$ cat config.mk
export PLATFORM = sky130hd
export DESIGN_NAME = ysyx_25020037_lsu
export DESIGN_NICKNAME = d
export VERILOG_FILES = /design/src/rtl/ysyx_25020037_lsu_pkg.sv /design/src/rtl/ysyx_25020037_lsu_align.sv /design/src/rtl/ysyx_25020037_lsu.sv
export SDC_FILE = /design/constraint.sdc
export NUM_CORES = 1
export LEC_CHECK = 0
export CORE_AREA = 2 2 227 229
export DETAILED_ROUTE_END_ITERATION = 8
export DIE_AREA = 0 0 229 231
export GPL_TIMING_DRIVEN = 0
export PLACE_DENSITY = 0.58
export RECOVER_POWER = 50
export SLEW_MARGIN = 20
export SYNTH_ARGS = -nofsm -noshare
export SYNTH_HDL_FRONTEND = slang
export SYNTH_HIERARCHICAL = 1
export SYNTH_SLANG_ARGS = --single-unit
export TNS_END_PERCENT = 1
$ cat constraint.sdc
create_clock -name clk -period 21.7 [get_ports clk]
set_input_delay 2.17 -clock clk [delete_from_list [all_inputs] [get_ports clk]]
set_output_delay 2.17 -clock clk [all_outputs]
set_load 0.02 [all_outputs]
$ cat src/rtl/ysyx_25020037_lsu_pkg.sv
// Shared constants for the RV32E load/store unit: access size codes,
// AXI response codes, FSM state encoding and the default payload width.
package ysyx_25020037_lsu_pkg;

    // Default width of the opaque writeback/CSR payload.
    localparam int PASS_W_DFLT = 128;

    // Access size encodings carried on lw_lh_lb / sw_sh_sb.
    localparam logic [1:0] SZ_N = 2'b00;
    localparam logic [1:0] SZ_B = 2'b01;
    localparam logic [1:0] SZ_H = 2'b10;
    localparam logic [1:0] SZ_W = 2'b11;

    // AXI response codes.
    localparam logic [1:0] RESP_OKAY = 2'b00;

    // FSM state encoding.
    localparam logic [2:0] ST_IDLE    = 3'd0;
    localparam logic [2:0] ST_RD_ADDR = 3'd1;
    localparam logic [2:0] ST_RD_DATA = 3'd2;
    localparam logic [2:0] ST_WR      = 3'd3;
    localparam logic [2:0] ST_WR_RESP = 3'd4;
    localparam logic [2:0] ST_DONE    = 3'd5;

    // True when a half access is odd or a word access is not word aligned.
    function automatic logic is_misaligned(input logic [1:0] sz, input logic [1:0] lo);
        return ((sz == SZ_H) && lo[0]) || ((sz == SZ_W) && (lo != 2'b00));
    endfunction

endpackage

$ cat src/rtl/ysyx_25020037_lsu_align.sv
// Combinational byte-lane steering for the LSU: store strobe generation and
// data replication, plus load shift and sign/zero extension.
module ysyx_25020037_lsu_align
    import ysyx_25020037_lsu_pkg::*;
(
    input  logic [1:0]  i_addr_lo,
    input  logic [1:0]  i_st_size,
    input  logic [31:0] i_st_data,
    input  logic [1:0]  i_ld_size,
    input  logic        i_ld_unsigned,
    input  logic [31:0] i_rdata,
    output logic [3:0]  o_wstrb,
    output logic [31:0] o_wdata,
    output logic [31:0] o_ld_data
);

    logic [31:0] w_shifted;

    // Bring the addressed byte lane down to bit 0 of the read word.
    assign w_shifted = i_rdata >> {i_addr_lo, 3'b000};

    // Store lanes: replicate the source so any strobed lane carries the data;
    // strobes shifted past bit 3 fall off the 4-bit field.
    always_comb begin
        o_wstrb = 4'b1111;
        o_wdata = i_st_data;
        case (i_st_size)
            SZ_B: begin
                o_wstrb = 4'b0001 << i_addr_lo;
                o_wdata = {4{i_st_data[7:0]}};
            end
            SZ_H: begin
                o_wstrb = 4'b0011 << i_addr_lo;
                o_wdata = {2{i_st_data[15:0]}};
            end
            default: begin
                o_wstrb = 4'b1111;
                o_wdata = i_st_data;
            end
        endcase
    end

    // Load extension: lbu/lhu zero-fill, lb/lh replicate the top data bit.
    always_comb begin
        o_ld_data = w_shifted;
        case (i_ld_size)
            SZ_B: o_ld_data = i_ld_unsigned ? {24'h0, w_shifted[7:0]}
                                            : {{24{w_shifted[7]}}, w_shifted[7:0]};
            SZ_H: o_ld_data = i_ld_unsigned ? {16'h0, w_shifted[15:0]}
                                            : {{16{w_shifted[15]}}, w_shifted[15:0]};
            default: o_ld_data = w_shifted;
        endcase
    end

endmodule

$ cat src/rtl/ysyx_25020037_lsu.sv
// Load/store unit between execute and writeback of the RV32E core.
// AXI4-Lite master with byte/half/word sizing and load extension.
// Optional: YSYX_25020037_LSU_MISALIGN_CHK_EN rejects misaligned half/word
// accesses with bus_err instead of issuing them on the bus.
module ysyx_25020037_lsu
    import ysyx_25020037_lsu_pkg::*;
#(
    parameter int PASS_W = PASS_W_DFLT,
    parameter int AW     = 32
)(
    input  logic              clk,
    input  logic              rst,
    input  logic              exu_valid,
    output logic              lsu_ready,
    input  logic              mem_ren,
    input  logic              mem_wen,
    input  logic [1:0]        lw_lh_lb,
    input  logic [1:0]        sw_sh_sb,
    input  logic              ld_unsigned,
    input  logic [AW-1:0]     mem_addr,
    input  logic [31:0]       st_data,
    input  logic [31:0]       alu_result,
    input  logic [PASS_W-1:0] pass_in,
    output logic [31:0]       rdata_processed,
    output logic              lsu_valid,
    input  logic              wbu_ready,
    output logic [31:0]       lsu_wb_data,
    output logic [PASS_W-1:0] pass_out,
    output logic              bus_err,
    output logic [AW-1:0]     araddr,
    output logic              arvalid,
    input  logic              arready,
    input  logic [31:0]       rdata,
    input  logic [1:0]        rresp,
    input  logic              rvalid,
    output logic              rready,
    output logic [AW-1:0]     awaddr,
    output logic              awvalid,
    input  logic              awready,
    output logic [31:0]       wdata,
    output logic [3:0]        wstrb,
    output logic              wvalid,
    input  logic              wready,
    input  logic [1:0]        bresp,
    input  logic              bvalid,
    output logic              bready
);

    logic [2:0]        r_state;
    logic              r_lsu_valid;
    logic              r_arvalid;
    logic              r_rready;
    logic              r_awvalid;
    logic              r_wvalid;
    logic              r_bready;
    logic              r_bus_err;
    logic [31:0]       r_rdata_processed;
    logic [31:0]       r_wb_data;
    logic [PASS_W-1:0] r_pass_out;
    logic [AW-1:0]     r_addr;
    logic [31:0]       r_st_data;
    logic [1:0]        r_ld_size;
    logic [1:0]        r_st_size;
    logic              r_ld_unsigned;

    logic              w_accept;
    logic              w_misalign;
    logic              w_aw_done;
    logic              w_w_done;
    logic [31:0]       w_ld_data;

    // Accept only from IDLE, and only once the held result is being drained.
    assign lsu_ready = (r_state == ST_IDLE) && (!r_lsu_valid || wbu_ready);
    assign w_accept  = exu_valid && lsu_ready;

`ifdef YSYX_25020037_LSU_MISALIGN_CHK_EN
    // Misaligned half/word accesses never reach the bus.
    assign w_misalign = (mem_ren && is_misaligned(lw_lh_lb, mem_addr[1:0])) ||
                        (mem_wen && is_misaligned(sw_sh_sb, mem_addr[1:0]));
`else
    assign w_misalign = 1'b0;
`endif

    // A channel is finished once its valid has dropped or is handshaking now.
    assign w_aw_done = !r_awvalid || awready;
    assign w_w_done  = !r_wvalid  || wready;

    ysyx_25020037_lsu_align u_align (
        .i_addr_lo     (r_addr[1:0]),
        .i_st_size     (r_st_size),
        .i_st_data     (r_st_data),
        .i_ld_size     (r_ld_size),
        .i_ld_unsigned (r_ld_unsigned),
        .i_rdata       (rdata),
        .o_wstrb       (wstrb),
        .o_wdata       (wdata),
        .o_ld_data     (w_ld_data)
    );

    // Bus addresses are word aligned; byte selection is by strobe or shift.
    assign araddr          = {r_addr[AW-1:2], 2'b00};
    assign awaddr          = {r_addr[AW-1:2], 2'b00};
    assign arvalid         = r_arvalid;
    assign rready          = r_rready;
    assign awvalid         = r_awvalid;
    assign wvalid          = r_wvalid;
    assign bready          = r_bready;
    assign lsu_valid       = r_lsu_valid;
    assign bus_err         = r_bus_err;
    assign rdata_processed = r_rdata_processed;
    assign lsu_wb_data     = r_wb_data;
    assign pass_out        = r_pass_out;

    // Main sequencer: capture on accept, run the AXI handshakes, hold the result.
    always_ff @(posedge clk or posedge rst) begin
        if (rst) begin
            r_state           <= ST_IDLE;
            r_lsu_valid       <= 1'b0;
            r_arvalid         <= 1'b0;
            r_rready          <= 1'b0;
            r_awvalid         <= 1'b0;
            r_wvalid          <= 1'b0;
            r_bready          <= 1'b0;
            r_bus_err         <= 1'b0;
            r_rdata_processed <= 32'h0;
            r_wb_data         <= 32'h0;
            r_pass_out        <= '0;
            r_addr            <= '0;
            r_st_data         <= 32'h0;
            r_ld_size         <= SZ_N;
            r_st_size         <= SZ_N;
            r_ld_unsigned     <= 1'b0;
        end else begin
            case (r_state)
                ST_IDLE: begin
                    if (w_accept) begin
                        r_addr        <= mem_addr;
                        r_st_data     <= st_data;
                        r_ld_size     <= lw_lh_lb;
                        r_st_size     <= sw_sh_sb;
                        r_ld_unsigned <= ld_unsigned;
                        r_pass_out    <= pass_in;
                        r_lsu_valid   <= 1'b0;
                        r_bus_err     <= 1'b0;
                        if (w_misalign) begin
                            r_state     <= ST_DONE;
                            r_lsu_valid <= 1'b1;
                            r_bus_err   <= 1'b1;
                        end else if (mem_ren) begin
                            r_state   <= ST_RD_ADDR;
                            r_arvalid <= 1'b1;
                        end else if (mem_wen) begin
                            r_state   <= ST_WR;
                            r_awvalid <= 1'b1;
                            r_wvalid  <= 1'b1;
                        end else begin
                            // Non-memory ops complete from IDLE in one cycle.
                            r_lsu_valid <= 1'b1;
                            r_wb_data   <= alu_result;
                        end
                    end else if (r_lsu_valid && wbu_ready) begin
                        r_lsu_valid <= 1'b0;
                    end
                end
                ST_RD_ADDR: begin
                    if (arready) begin
                        r_arvalid <= 1'b0;
                        r_rready  <= 1'b1;
                        r_state   <= ST_RD_DATA;
                    end
                end
                ST_RD_DATA: begin
                    if (rvalid) begin
                        r_rready          <= 1'b0;
                        r_rdata_processed <= w_ld_data;
                        r_wb_data         <= w_ld_data;
                        r_bus_err         <= (rresp != RESP_OKAY);
                        r_lsu_valid       <= 1'b1;
                        r_state           <= ST_DONE;
                    end
                end
                ST_WR: begin
                    if (awready) r_awvalid <= 1'b0;
                    if (wready)  r_wvalid  <= 1'b0;
                    if (w_aw_done && w_w_done) begin
                        r_bready <= 1'b1;
                        r_state  <= ST_WR_RESP;
                    end
                end
                ST_WR_RESP: begin
                    // Stores leave lsu_wb_data untouched; rd is not written.
                    if (bvalid) begin
                        r_bready    <= 1'b0;
                        r_bus_err   <= (bresp != RESP_OKAY);
                        r_lsu_valid <= 1'b1;
                        r_state     <= ST_DONE;
                    end
                end
                ST_DONE: begin
                    if (wbu_ready) begin
                        r_lsu_valid <= 1'b0;
                        r_state     <= ST_IDLE;
                    end
                end
                default: r_state <= ST_IDLE;
            endcase
        end
    end

endmodule

## Word level (Yosys, flattened, before mapping)

Cells that the tools add are included.

- Bits in registers: 271
- Output and inout port bits: 300

- Eq/ne operators: 23
- Shifts and indexed selects: 3
- Muxes and demuxes: 48
- Reduce and logical (&&, ||, !) cells: 31

Operators with widths:

| operator | number |
|---|---|
| $mux 32 | 6 |
| $pmux 32 s2 | 3 |
| $shr 32x5->32 | 1 |
| $mux 3 | 8 |
| $ne 2x2->1 const B | 12 |
| $mux 1 | 22 |
| $reduce_and 5->1 | 4 |
| $pmux 3 s6 | 1 |
| $reduce_bool 2->1 | 7 |
| $pmux 1 s2 | 5 |
| $pmux 4 s2 | 1 |
| $reduce_and 4->1 | 2 |
| $reduce_and 7->1 | 1 |
| $eq 3x2->1 const B | 2 |
| $eq 3x3->1 const B | 2 |
| $reduce_and 3->1 | 2 |
| $eq 2x1->1 const B | 2 |
| $eq 2x2->1 const B | 2 |
| $logic_and 1x1->1 | 4 |
| $pmux 1 s4 | 1 |
| $reduce_and 2->1 | 2 |
| $reduce_bool 4->1 | 1 |
| $shl 1x2->4 const A | 1 |
| $shl 2x2->4 const A | 1 |
| 8 further kinds | 12 |

## Longest topological paths before layout

Gate-level depths: netlist of the first run.

- Depth after elaboration: 6
- Mapped depth: 8
- Depth with buffers taken out: 7

## Hierarchy

The synthesis of the first run kept the hierarchy.

Modules (own cells, without submodules):

| module | instances | cells an instance | area an instance (µm²) | seq. area each (µm²) |
|---|---|---|---|---|
| ysyx_25020037_lsu | 1 | 758 | 11173.2 | 6781.5 |
| ysyx_25020037_lsu_align | 1 | 199 | 1296.2 | 0.0 |

## Worst setup path before layout of the first run

No wires, ideal clock.

- Path type: input port to output port
- Start point: input port wbu_ready
- End point: output port lsu_ready
- Data arrival time: 2.637 ns
- Data required time: 19.530 ns
- Slack: 16.893 ns
- Stages on the path: 2
- Path buffers: 0
- Cells stage by stage: nand2b_1 > and2_1

- Longest elaborated chain between the ends: 2

RTL lines:

| what | RTL line | text |
|---|---|---|
| from (decl) | ysyx_25020037_lsu.sv:26 | `input logic wbu_ready,` |
| $logic_or 1x1->1 | ysyx_25020037_lsu.sv:73 | `assign lsu_ready = (r_state == ST_IDLE) && (!r_lsu_valid \|\| wbu_ready);` |
| $logic_and 1x1->1 | ysyx_25020037_lsu.sv:73 |  |
| to (decl) | ysyx_25020037_lsu.sv:14 | `output logic lsu_ready,` |

Every way passes these cells.

==> results of run 1 <==
==> synthesized netlist by cell type (2+ instances only) <==
cell type	number
a21oi_1	5
a22o_1	9
a22oi_1	9
a2bb2oi_1	6
a31oi_1	5
buf_1	2
buf_2	14
buf_4	76
buf_6	26
clkbuf_1	12
clkbuf_2	2
dfrtp_1	271
ha_1	4
inv_1	9
mux2_1	39
mux2_2	200
mux2i_1	48
nand2_1	87
nand2b_1	5
nand3b_1	2
nor2_1	8
nor2b_1	4
o211ai_1	15
o21ai_0	66
o21ai_1	4
o21bai_1	3
or2_2	2
==> power groups by stage <==
stage               Clock [mW]  Sequential [mW]  Combinational (mW)
finish                   0.564            0.916                1.95
global route             0.607            0.951                2.07
CTS                      0.589            0.920                1.99
detailed placement           0            0.925                1.99
global placement             0            0.918                1.97
floorplan                    0             1.11               0.882
==> layout make-up <==
type,instances,share of cell area (%)
buffer,133,4.52
multi-input combinational,547,23.1
tap,680,4.24
sequential,271,33.8
clock inverter,11,0.499
timing repair buffer,574,28.6
inverter,9,0.175
clock buffer,48,5.07
antenna,2,0.0250
==> sequential cells by signal, indices dropped and copies added (netlist names) <==
signal / flops
r_ld_unsigned: 1
pass_out: 128
awvalid: 1
bready: 1
arvalid: 1
lsu_wb_data: 32
bus_err: 1
wvalid: 1
rready: 1
r_ld_size: 2
r_st_size: 2
lsu_valid: 1
r_addr: 32
rdata_processed: 32
r_state: 3
r_st_data: 32
==> cells by family after synthesis <==
group / count (synthesis)
other: 1
AOI/OAI and AO/OA: 132
and+or+nand+nor: 118
muxes: 288
DFF: 271
buffers and inverters: 142
xor gates and xnor gates: 1
adders and majority gates: 4
==> worst reg2reg max path: cells and delay by family (launching register included) <==
family / cells / cell delay (ns)
flip-flops: 1 / 0.36
buffers and inverters: 3 / 1.09
AO/OA/AOI/OAI: 2 / 0.86
AND/OR/NAND/NOR: 2 / 0.26
==> through the flow <==
| stage | instances | instance area [µm²] | worst slack (ns) |
|---|---|---|---|
| finish | 2275 | 20000 | 10.42 |
| global route | 2275 | 20000 | 8.30 |
| CTS | 2273 | 20300 | 15.76 |
| detailed placement | 2214 | 19100 | 15.76 |
| global placement | 2211 | 19000 | 8.06 |
| floorplan | 960 | 12500 | 12.06 |
==> per-layer routing <==
metal | share of wire (%) | GRT usage, %
met2 | 49 | 28.3
met5 | 0.029 | 0
met4 | 2.7 | 5.26
met1 | 40 | 20.0
met3 | 7.9 | 5.40
==> worst paths after layout <==
kind | cells after the start | slack [ns] | end
max | 4 | 10.42 | lsu_wb_data[14]$_DFFE_PP0P_
min | 2 | 0.48 | lsu_wb_data[18]$_DFFE_PP0P_
max reg2reg | 7 | 19.03 | lsu_wb_data[11]$_DFFE_PP0P_
min reg2reg | 2 | 0.48 | lsu_wb_data[18]$_DFFE_PP0P_
max in group clk | 4 | 15.72 | lsu_ready
min in group asynchronous | 2 | 2.63 | pass_out[70]$_DFFE_PP0P_
==> metrics.csv, run 1 <==
stage,metric,value,unit
finish,multi_input_area,4620,µm²
finish,layout_commonest_cell,clkdlybuf4s50_1,
yosys,synth_xor_area_share,0.0702,%
detailed_routing,vias,9784,
placement,gp_congestion,0.875,
placement,io_buffer_count,571,
setup_path,worstSetupPathType,in -> async,
yosys,syn_inst,957,
timing,min_period,11.28,ns
power_and_ir_drop,power,3.43,mW
power_and_ir_drop,p_per_area,171,nW/µm²
detailed_routing,wl_per_cell,19.7,µm
global_route,grt_start_max_net_pins,89,
power_and_ir_drop,swShare,39.3,%
finish,drive_above_1_share,22.7,%
timing,max_freq,88.7,MHz
yosys,yosysTopAreaCell,dfrtp_1,
global_route,grt_pass1_wl,66900,µm
clock_network,cts_made_buffers,35,
timing,tightest_slew,4.75,ns
yosys,yosys.area_share.simple,4.31,%
floorplanning,fp.dieW,229,µm
detailed_routing,ant_nets,0,
clock_network,cts_tree,yes,
yosys,yosysUniqueCellTypes,51,
yosys,avgSynthCellArea,13.0,µm²
setup_path,startpoint,rst,
setup_path,crit_chain,dlygate4sd3_1 -> clkinvlp_2 -> clkbuf_1 -> clkbuf_1,
detailed_routing,viasPerCell,4.30,
yosys,synth_edf_count,0,
clock_network,post-cts-setup-buffer-count,0,
yosys,synth_compound_area_share,6.80,%
yosys,synth_top_family_by_area,multiplexers,
power_and_ir_drop,combPwrFrac,56.8,%
clock_network,cts.clk_slew.worst_paths,0.06,ns
clock_network,ctsResizeCount,0,
setup_path,cp_max_fo,88,
timing,fin_crit_sh,52.0,%
timing,max-slew-margin-rel,-217,%
setup_path,crit_top_cell,clkbuf_1,
floorplanning,dieArea,52900,µm²
setup_path,cp_data_required_time,21.26,ns
yosys,synth_top_area_share,54.4,%
global_route,track_usage,16.7,%
clock_network,clock_sink_count,271,
yosys,synthTopCellsByArea,"dfrtp_1 (54%), mux2_2 (18%), buf_4 (4.6%), mux2i_1 (3.9%), mux2_1 (3.5%)",
clock_network,cts_buffer_depth,3,
power_and_ir_drop,p_seq_share,26.7,%
floorplanning,start_util,24.6,%
power_and_ir_drop,power_switching,1.35,mW
setup_path,slowest_stage,clkbuf_1,
finish,postLayoutCoreUtil,39.6,%
clock_network,postCtsHoldBufs,0,
timing,rsz0062_at_grt,false,
setup_path,worstPathArrival,10.84,ns
setup_path,r2r_start,r_state[1]$_DFFE_PP0P_,
power_and_ir_drop,power_leakage,8.30,nW
setup_path,path_delay_family,buffers and inverters,
detailed_routing,drt_iter0_drc,433,
floorplanning,rows,83,
finish,fin_nets,1851,
yosys,seq_area_frac_synth,54.4,%
timing,holdWs,0.477,ns
yosys,ys_ff_latch,271,
yosys,synth.area.mux_share,25.6,%
setup_path,crit_path_start_kind,input port,
global_route,grt.overflow.total,0,
placement,place_hpwl,35400,µm
yosys,ys_async_sr_fraction,100,%
timing,tns,0,ns
power_and_ir_drop,p_int,2.08,mW
setup_path,slowest_delay,3.41,ns
floorplanning,num_io_pins,576,
detailed_routing,drc,0,
status,violations,"max-capacitance violations, max-slew violations",
global_route,grt_pass1_vias,10300,
yosys,synth_area,12500,µm²
timing,fin_worst_skew,0.0142,ns
power_and_ir_drop,vdd_drop_max,0.0979,mV
timing,setup_violations,0,
clock_network,root_buffer,clkbuf_16,
setup_path,cp_num_buf_inv,4,
timing,hold_violations,0,
flow_run,max_cap_viol_count,4,
yosys,ys_warn_count,6,
yosys,synth_fa_ha_area_share,0.401,%
global_route,antenna_found_initial,3,
status,status,"finished, violations left",
floorplanning,coreArea,50700,µm²
min_path,worstHoldPathType,reg -> reg,
clock_network,clk_latency,0.54,ns
timing,final-max-slew-violation-count,278,
detailed_routing,firstDrtPassIters,4,
power_and_ir_drop,p_clk_share,16.5,%
finish,final_cell_mix,"clkdlybuf4s50_1 (554), dfrtp_1 (271), mux2_2 (200)",
min_path,min_from,lsu_wb_data[18]$_DFFE_PP0P_,
floorplanning,die_h,231,µm
clock_network,h-tree-depth,2,
yosys,ys.flop_type,dfrtp_1,
setup_path,endpoint_kind,async pin,
finish,syn_to_final_growth,60.7,%
finish,regArea,6780,µm²
finish,fillers,4972,
detailed_routing,routed_wirelength,44800,µm
Note: power is estimated with default switching activity, not from simulation.
==> run 2, diff against run 1 <==
- CORE_AREA: 2 2 227 229 -> 2 2 222 224
- DIE_AREA: 0 0 229 231 -> 0 0 224 226
- PLACE_DENSITY: 0.58 -> 0.6
- clock period: 21.7 -> 10.46 ns (I/O delays scaled with it)
==> run 2 against run 1 <==
Against the previous run: utilization rose by 1.9 points; first-iteration DRC count grew 9.2%; the run still ends with max-capacitance violations, max-slew violations left; critical endpoint is now pass_out[21]$_DFFE_PP0P_; clock-buffer cell count increased by 3; sequential power grew 110%; cell count shrank 2.5%; global-route usage grew 0.18 points; register-to-register slack worse by 11 ns; final area barely moved; critical path depth shrank 2; total power increased by 110%.
==> metrics.csv, run 2 (synthesis results as in run 1) <==
stage,metric,value,unit,change
finish,multi_input_area,4620,µm²,unchanged
detailed_routing,routed_wirelength,44100,µm,was 44800 µm
global_route,grt.overflow.total,0,,unchanged
setup_path,worstPathArrival,4.06,ns,was 10.84 ns
setup_path,cp_data_required_time,10.34,ns,was 21.26 ns
setup_path,slowest_stage,clkinvlp_2,,was clkbuf_1
timing,setup_violations,0,,unchanged
detailed_routing,vias,9898,,was 9784
detailed_routing,wl_per_cell,19.9,µm,was 19.7 µm
timing,rsz0062_at_grt,false,,unchanged
global_route,grt_pass1_vias,10300,,about the same
setup_path,cp_max_fo,91,,was 88
clock_network,clk_latency,0.52,ns,was 0.54 ns
clock_network,h-tree-depth,2,,unchanged
timing,max_freq,239,MHz,
setup_path,r2r_start,r_state[0]$_DFFE_PP0P_,,was r_state[1]$_DFFE_PP0P_
placement,place_hpwl,34800,µm,was 35400 µm
finish,largest_register_ffs,128,,unchanged
setup_path,cp_num_buf_inv,2,,was 4
detailed_routing,ant_nets,0,,unchanged
detailed_routing,drt_iter0_drc,473,,was 433
placement,dpl_worst_slack,6.73,ns,was 15.76 ns
setup_path,path_delay_family,buffers and inverters,,unchanged
global_route,track_usage,16.9,%,was 16.7%
min_path,worstHoldPathType,reg -> reg,,unchanged
global_route,grt_pass1_wl,64600,µm,was 66900 µm
timing,max-slew-margin-rel,-187,%,was -217%
finish,final_cell_mix,"clkdlybuf4s50_1 (546), dfrtp_1 (271), mux2_2 (199)",,"was clkdlybuf4s50_1 (554), dfrtp_1 (271), mux2_2 (200)"
clock_network,cts.clk_slew.worst_paths,0.06,ns,about the same
finish,regArea,6780,µm²,unchanged
placement,gp_congestion,0.833,,was 0.875
min_path,min_from,lsu_wb_data[9]$_DFFE_PP0P_,,was lsu_wb_data[18]$_DFFE_PP0P_
finish,layout_commonest_cell,clkdlybuf4s50_1,,unchanged
timing,fin_worst_skew,0.0108,ns,was 0.0142 ns
setup_path,startpoint,rst,,unchanged
floorplanning,fp.dieW,224,µm,was 229 µm
status,violations,"max-capacitance violations, max-slew violations",,unchanged
clock_network,ctsResizeCount,0,,unchanged
detailed_routing,firstDrtPassIters,4,,unchanged
timing,holdWs,0.482,ns,was 0.477 ns
finish,fin_nets,1849,,was 1851
timing,fin_crit_sh,40.0,%,
floorplanning,dieArea,50600,µm²,was 52900 µm²
clock_network,cts_made_buffers,34,,was 35
floorplanning,coreArea,48300,µm²,was 50700 µm²
floorplanning,die_h,226,µm,was 231 µm
floorplanning,num_io_pins,576,,unchanged
setup_path,crit_chain,dlygate4sd3_1 -> clkinvlp_2,,was dlygate4sd3_1 -> clkinvlp_2 -> clkbuf_1 -> clkbuf_1
setup_path,reg2reg_setup_slack,7.79,ns,was 19.03 ns
status,status,"finished, violations left",,unchanged
power_and_ir_drop,p_per_area,357,nW/µm²,was 171 nW/µm²
detailed_routing,drc,0,,unchanged
placement,io_buffer_count,571,,unchanged
clock_network,post-cts-setup-buffer-count,0,,unchanged
clock_network,root_buffer,clkbuf_16,,unchanged
finish,fillers,4630,,was 4972
setup_path,slowest_delay,2.39,ns,was 3.41 ns
clock_network,cts_buffer_depth,3,,unchanged
floorplanning,start_util,25.8,%,was 24.6%
timing,hold_violations,0,,unchanged
clock_network,clock_sink_count,271,,unchanged
global_route,grt_start_max_net_pins,93,,was 89
setup_path,worstSetupPathType,in -> async,,unchanged
power_and_ir_drop,vdd_drop_max,0.243,mV,was 0.0979 mV
flow_run,max_cap_viol_count,1,,was 4
power_and_ir_drop,power_leakage,8.34,nW,was 8.30 nW
timing,setup_slack,6.28,ns,was 10.42 ns
timing,min_period,4.18,ns,
detailed_routing,viasPerCell,4.46,,was 4.30
finish,syn_to_final_growth,60.8,%,was 60.7%
floorplanning,rows,81,,was 83
global_route,antenna_found_initial,6,,was 3
clock_network,cts_tree,yes,,unchanged
timing,tightest_slew,4.28,ns,was 4.75 ns
timing,final-max-slew-violation-count,90,,was 278
setup_path,crit_path_start_kind,input port,,unchanged
clock_network,postCtsHoldBufs,0,,unchanged
finish,drive_above_1_share,22.5,%,was 22.7%
setup_path,endpoint_kind,async pin,,unchanged
run 2: changes by cell type in the layout (fill, tap and decap cells not counted), sizes merged:
cell / previous run / this run
buf: 100 / 102
bufinv: 1 / 4
clkdlybuf4s50: 554 / 546
clkinv: 7 / 2
clkinvlp: 3 / 2
diode: 2 / 4
dlygate4sd3: 17 / 25
run 2: layout make-up:
type,count,share of cell area (%)
Multi-Input combinational cell,547,23.1
Antenna cell,4,0.0499
Tap cell,622,3.88
Clock buffer,51,5.02
Sequential cell,271,33.8
Clock inverter,8,0.730
Inverter,9,0.175
Timing Repair Buffer,573,28.8
Buffer,133,4.52
run 2: power by group:
group,leakage [nW],total [mW],switching [mW],internal (mW)
Clock,0.561,1.22,0.454,0.762
Combinational,4.52,4.04,2.00,2.03
Sequential,3.26,1.91,0.334,1.57
run 2: metrics by stage:
stage	total power, mW	instance area, µm²	setup TNS, ns	cells	util [%]
after global routing	7.55	20100	0	2217	41.5
after floorplan	4.14	12500	0	960	-
final	7.16	20100	0	2218	41.5
after global placement	5.99	19000	-530.60	2153	39.2
after detailed placement	6.03	19000	0	2155	39.4
after CTS	7.30	20200	0	2214	41.8
run 2: worst paths after layout:
kind                                         endpoint  cells after the start
min                        lsu_wb_data[9]$_DFFE_PP0P_                      2
max in group clk                            wdata[16]                      7
min in group asynchronous      r_addr[23]$_DFFE_PP0P_                      2
max                          pass_out[21]$_DFFE_PP0P_                      2
min reg2reg                lsu_wb_data[9]$_DFFE_PP0P_                      2
max reg2reg                  pass_out[31]$_DFFE_PP0P_                      6
run 2: metal layers:
metal  wire length, µm  track usage (%)
met1             17100             19.7
met5                26                0
met2             22100             28.9
met4               969             5.68
met3              3840             5.72
==> run 3, diff against run 2 <==
- CORE_AREA: 2 2 222 224 -> 2 2 226 228
- DIE_AREA: 0 0 224 226 -> 0 0 228 230
- clock period: 10.46 -> 3.7 ns (I/O delays scaled with it)
==> run 3 against run 2 <==
Against the previous run: the run still ends with max-capacitance violations, max-slew violations left; sequential power grew to 2.8 times the previous value; final area grew 0.79%; via count decreased by 0.76%; worst hold slack got worse by 0.088 ns; utilization down 0.95 points; sequential cell count stayed put; cell count increased by 2.4%; clock skew grew 0.0010 ns; die area up 3.6%; combinational power rose to 2.8 times the previous value; register-to-register slack worse by 7.0 ns; non-clock buffer count grew 7; critical endpoint is now wdata[11]; largest cell class is now non-clock buffers; highest routed layer is now met4.
==> metrics.csv, run 3 (synthesis results as in run 1) <==
stage,metric,value,unit,change
status,status,"finished, violations left",,unchanged
status,violations,"max-capacitance violations, max-slew violations",,unchanged
detailed_routing,viasPerCell,4.32,,was 4.46
floorplanning,rows,82,,was 81
clock_network,cts_made_buffers,34,,unchanged
floorplanning,die_h,230,µm,was 226 µm
min_path,worstHoldPathType,in -> async,,was reg -> reg
detailed_routing,routed_wirelength,45000,µm,was 44100 µm
power_and_ir_drop,p_per_area,991,nW/µm²,was 357 nW/µm²
timing,fin_crit_sh,88.1,%,
timing,max_freq,307,MHz,
clock_network,cts_tree,yes,,unchanged
setup_path,worstSetupPathType,reg -> out,,was in -> async
floorplanning,num_io_pins,576,,unchanged
timing,setup_violations,0,,unchanged
finish,fillers,4880,,was 4630
setup_path,crit_path_start_kind,flip-flop,,was input port
setup_path,endpoint_kind,output pin,,was async pin
clock_network,h-tree-depth,2,,unchanged
floorplanning,dieArea,52400,µm²,was 50600 µm²
global_route,grt_pass1_vias,10300,,about the same
finish,fin_nets,1856,,was 1849
setup_path,cp_data_required_time,3.33,ns,was 10.34 ns
power_and_ir_drop,power_leakage,8.49,nW,was 8.34 nW
setup_path,slowest_stage,clkdlybuf4s50_1,,was clkinvlp_2
setup_path,crit_chain,inv_1 -> ha_1 -> clkbuf_1 -> or2_2 -> clkbuf_1 -> a22o_1 -> clkdlybuf4s50_1,,was dlygate4sd3_1 -> clkinvlp_2
timing,rsz0062_at_grt,false,,unchanged
floorplanning,start_util,25.0,%,was 25.8%
finish,syn_to_final_growth,62.1,%,was 60.8%
timing,final-max-slew-violation-count,59,,was 90
finish,stdcell_count,2272,,was 2218
timing,hold_violations,0,,unchanged
detailed_routing,drt_iter0_drc,457,,was 473
setup_path,cp_num_buf_inv,4,,was 2
placement,place_hpwl,36300,µm,was 34800 µm
global_route,grt_start_max_net_pins,33,,was 93
clock_network,post-cts-setup-buffer-count,0,,unchanged
timing,max-slew-margin-rel,-13.0,%,was -187%
global_route,track_usage,16.6,%,was 16.9%
setup_path,path_delay_family,buffers and inverters,,unchanged
finish,layout_commonest_cell,clkdlybuf4s50_1,,unchanged
finish,largest_register_ffs,128,,unchanged
timing,tightest_slew,1.69,ns,was 4.28 ns
placement,dpl_worst_slack,1.02,ns,was 6.73 ns
clock_network,postCtsHoldBufs,0,,unchanged
detailed_routing,ant_nets,0,,unchanged
setup_path,cp_max_fo,10,,was 91
timing,min_period,3.26,ns,
clock_network,cts_buffer_depth,3,,unchanged
global_route,grt_pass1_wl,66500,µm,was 64600 µm
placement,gp_congestion,0.862,,was 0.833
setup_path,worstPathArrival,2.89,ns,was 4.06 ns
detailed_routing,drc,0,,unchanged
power_and_ir_drop,vdd_drop_max,0.602,mV,was 0.243 mV
placement,io_buffer_count,571,,unchanged
power_and_ir_drop,power,20.0,mW,was 7.16 mW
finish,final_cell_mix,"clkdlybuf4s50_1 (435), dfrtp_1 (271), mux2_2 (200)",,"was clkdlybuf4s50_1 (546), dfrtp_1 (271), mux2_2 (199)"
setup_path,reg2reg_setup_slack,0.75,ns,was 7.79 ns
global_route,grt.overflow.total,0,,unchanged
detailed_routing,wl_per_cell,19.8,µm,was 19.9 µm
placement,dp_cells,2212,,was 2155
setup_path,slowest_delay,0.62,ns,was 2.39 ns
flow_run,max_cap_viol_count,2,,was 1
clock_network,ctsResizeCount,0,,unchanged
detailed_routing,firstDrtPassIters,5,,was 4
finish,drive_above_1_share,23.7,%,was 22.5%
timing,fin_worst_skew,0.0118,ns,was 0.0108 ns
clock_network,cts.clk_slew.worst_paths,0.06,ns,about the same
setup_path,crit_top_cell,clkbuf_1,,
timing,setup_slack,0.440,ns,was 6.28 ns
clock_network,root_buffer,clkbuf_16,,unchanged
finish,regArea,6780,µm²,unchanged
finish,postLayoutCoreUtil,40.5,%,was 41.5%
clock_network,clock_sink_count,271,,unchanged
finish,multi_input_area,4620,µm²,about the same
detailed_routing,vias,9823,,was 9898
floorplanning,coreArea,49900,µm²,was 48300 µm²
clock_network,clk_latency,0.53,ns,was 0.52 ns
global_route,antenna_found_initial,3,,was 6
floorplanning,fp.dieW,228,µm,was 224 µm
run 3: changes by cell type in the layout (fill, tap and decap cells not counted), sizes merged:
cell	before	now
clkinvlp	2	3
buf	102	113
inv	9	11
diode	4	1
dlygate4sd3	25	136
clkinv	2	7
clkdlybuf4s50	546	435
clkbuf	84	72
run 3: area by class of cell:
type,instances,share of cell area [%]
flip-flops and latches,271,33.5
repair buffers,580,28.7
multi-input cells,547,22.9
plain buffers,133,4.86
clock buffers,43,4.68
well taps,672,4.16
clock inverters,16,0.990
inverters,9,0.173
diodes,1,0.0124
run 3: power by group:
part / leakage [nW] / switching (mW) / internal (mW)
sequential: 3.26 / 0.908 / 4.44
clock: 0.563 / 1.34 / 2.10
combinational: 4.66 / 5.68 / 5.56
total: 8.49 / 7.92 / 12.1
run 3: worst reg2reg max path, stage by stage (launching register included):
cell      delay (ns)
dfrtp_1         0.35
clkbuf_1        0.18
nor3_1          0.38
and3_1          0.29
clkbuf_1        0.72
clkbuf_1        0.52
mux2_1          0.39
run 3: routing by layer:
layer	global-route usage [%]	up-vias	share of wire, %
met5	0	-	0
met4	4.74	0	2.2
met3	5.63	53	8.5
met2	28.6	407	49
met1	19.6	4825	40
li1	-	4538	-
run 3: final timing paths:
check,to,from,cells past startpoint
setup / recovery,wdata[11],r_st_size[0]$_DFFE_PP0P_,7
hold reg to reg,pass_out[61]$_DFFE_PP0P_,pass_out[61]$_DFFE_PP0P_,1
hold / removal,pass_out[116]$_DFFE_PP0P_,rst,2
max in group asynchronous,lsu_wb_data[24]$_DFFE_PP0P_,rst,4
min in group clk,r_addr[31]$_DFFE_PP0P_,mem_addr[31],2
setup reg to reg,r_addr[26]$_DFFE_PP0P_,r_state[0]$_DFFE_PP0P_,6
run 3: per-stage QoR:
step	area, µm²	hold WS [ns]	TNS, ns
final	20200	0.394	0
after global routing	20200	0.424	0
after CTS	20400	0.202	0
after detailed placement	19200	0.472	0
after global placement	19000	0.465	-675.93
after floorplan	12500	0.458	-68.14
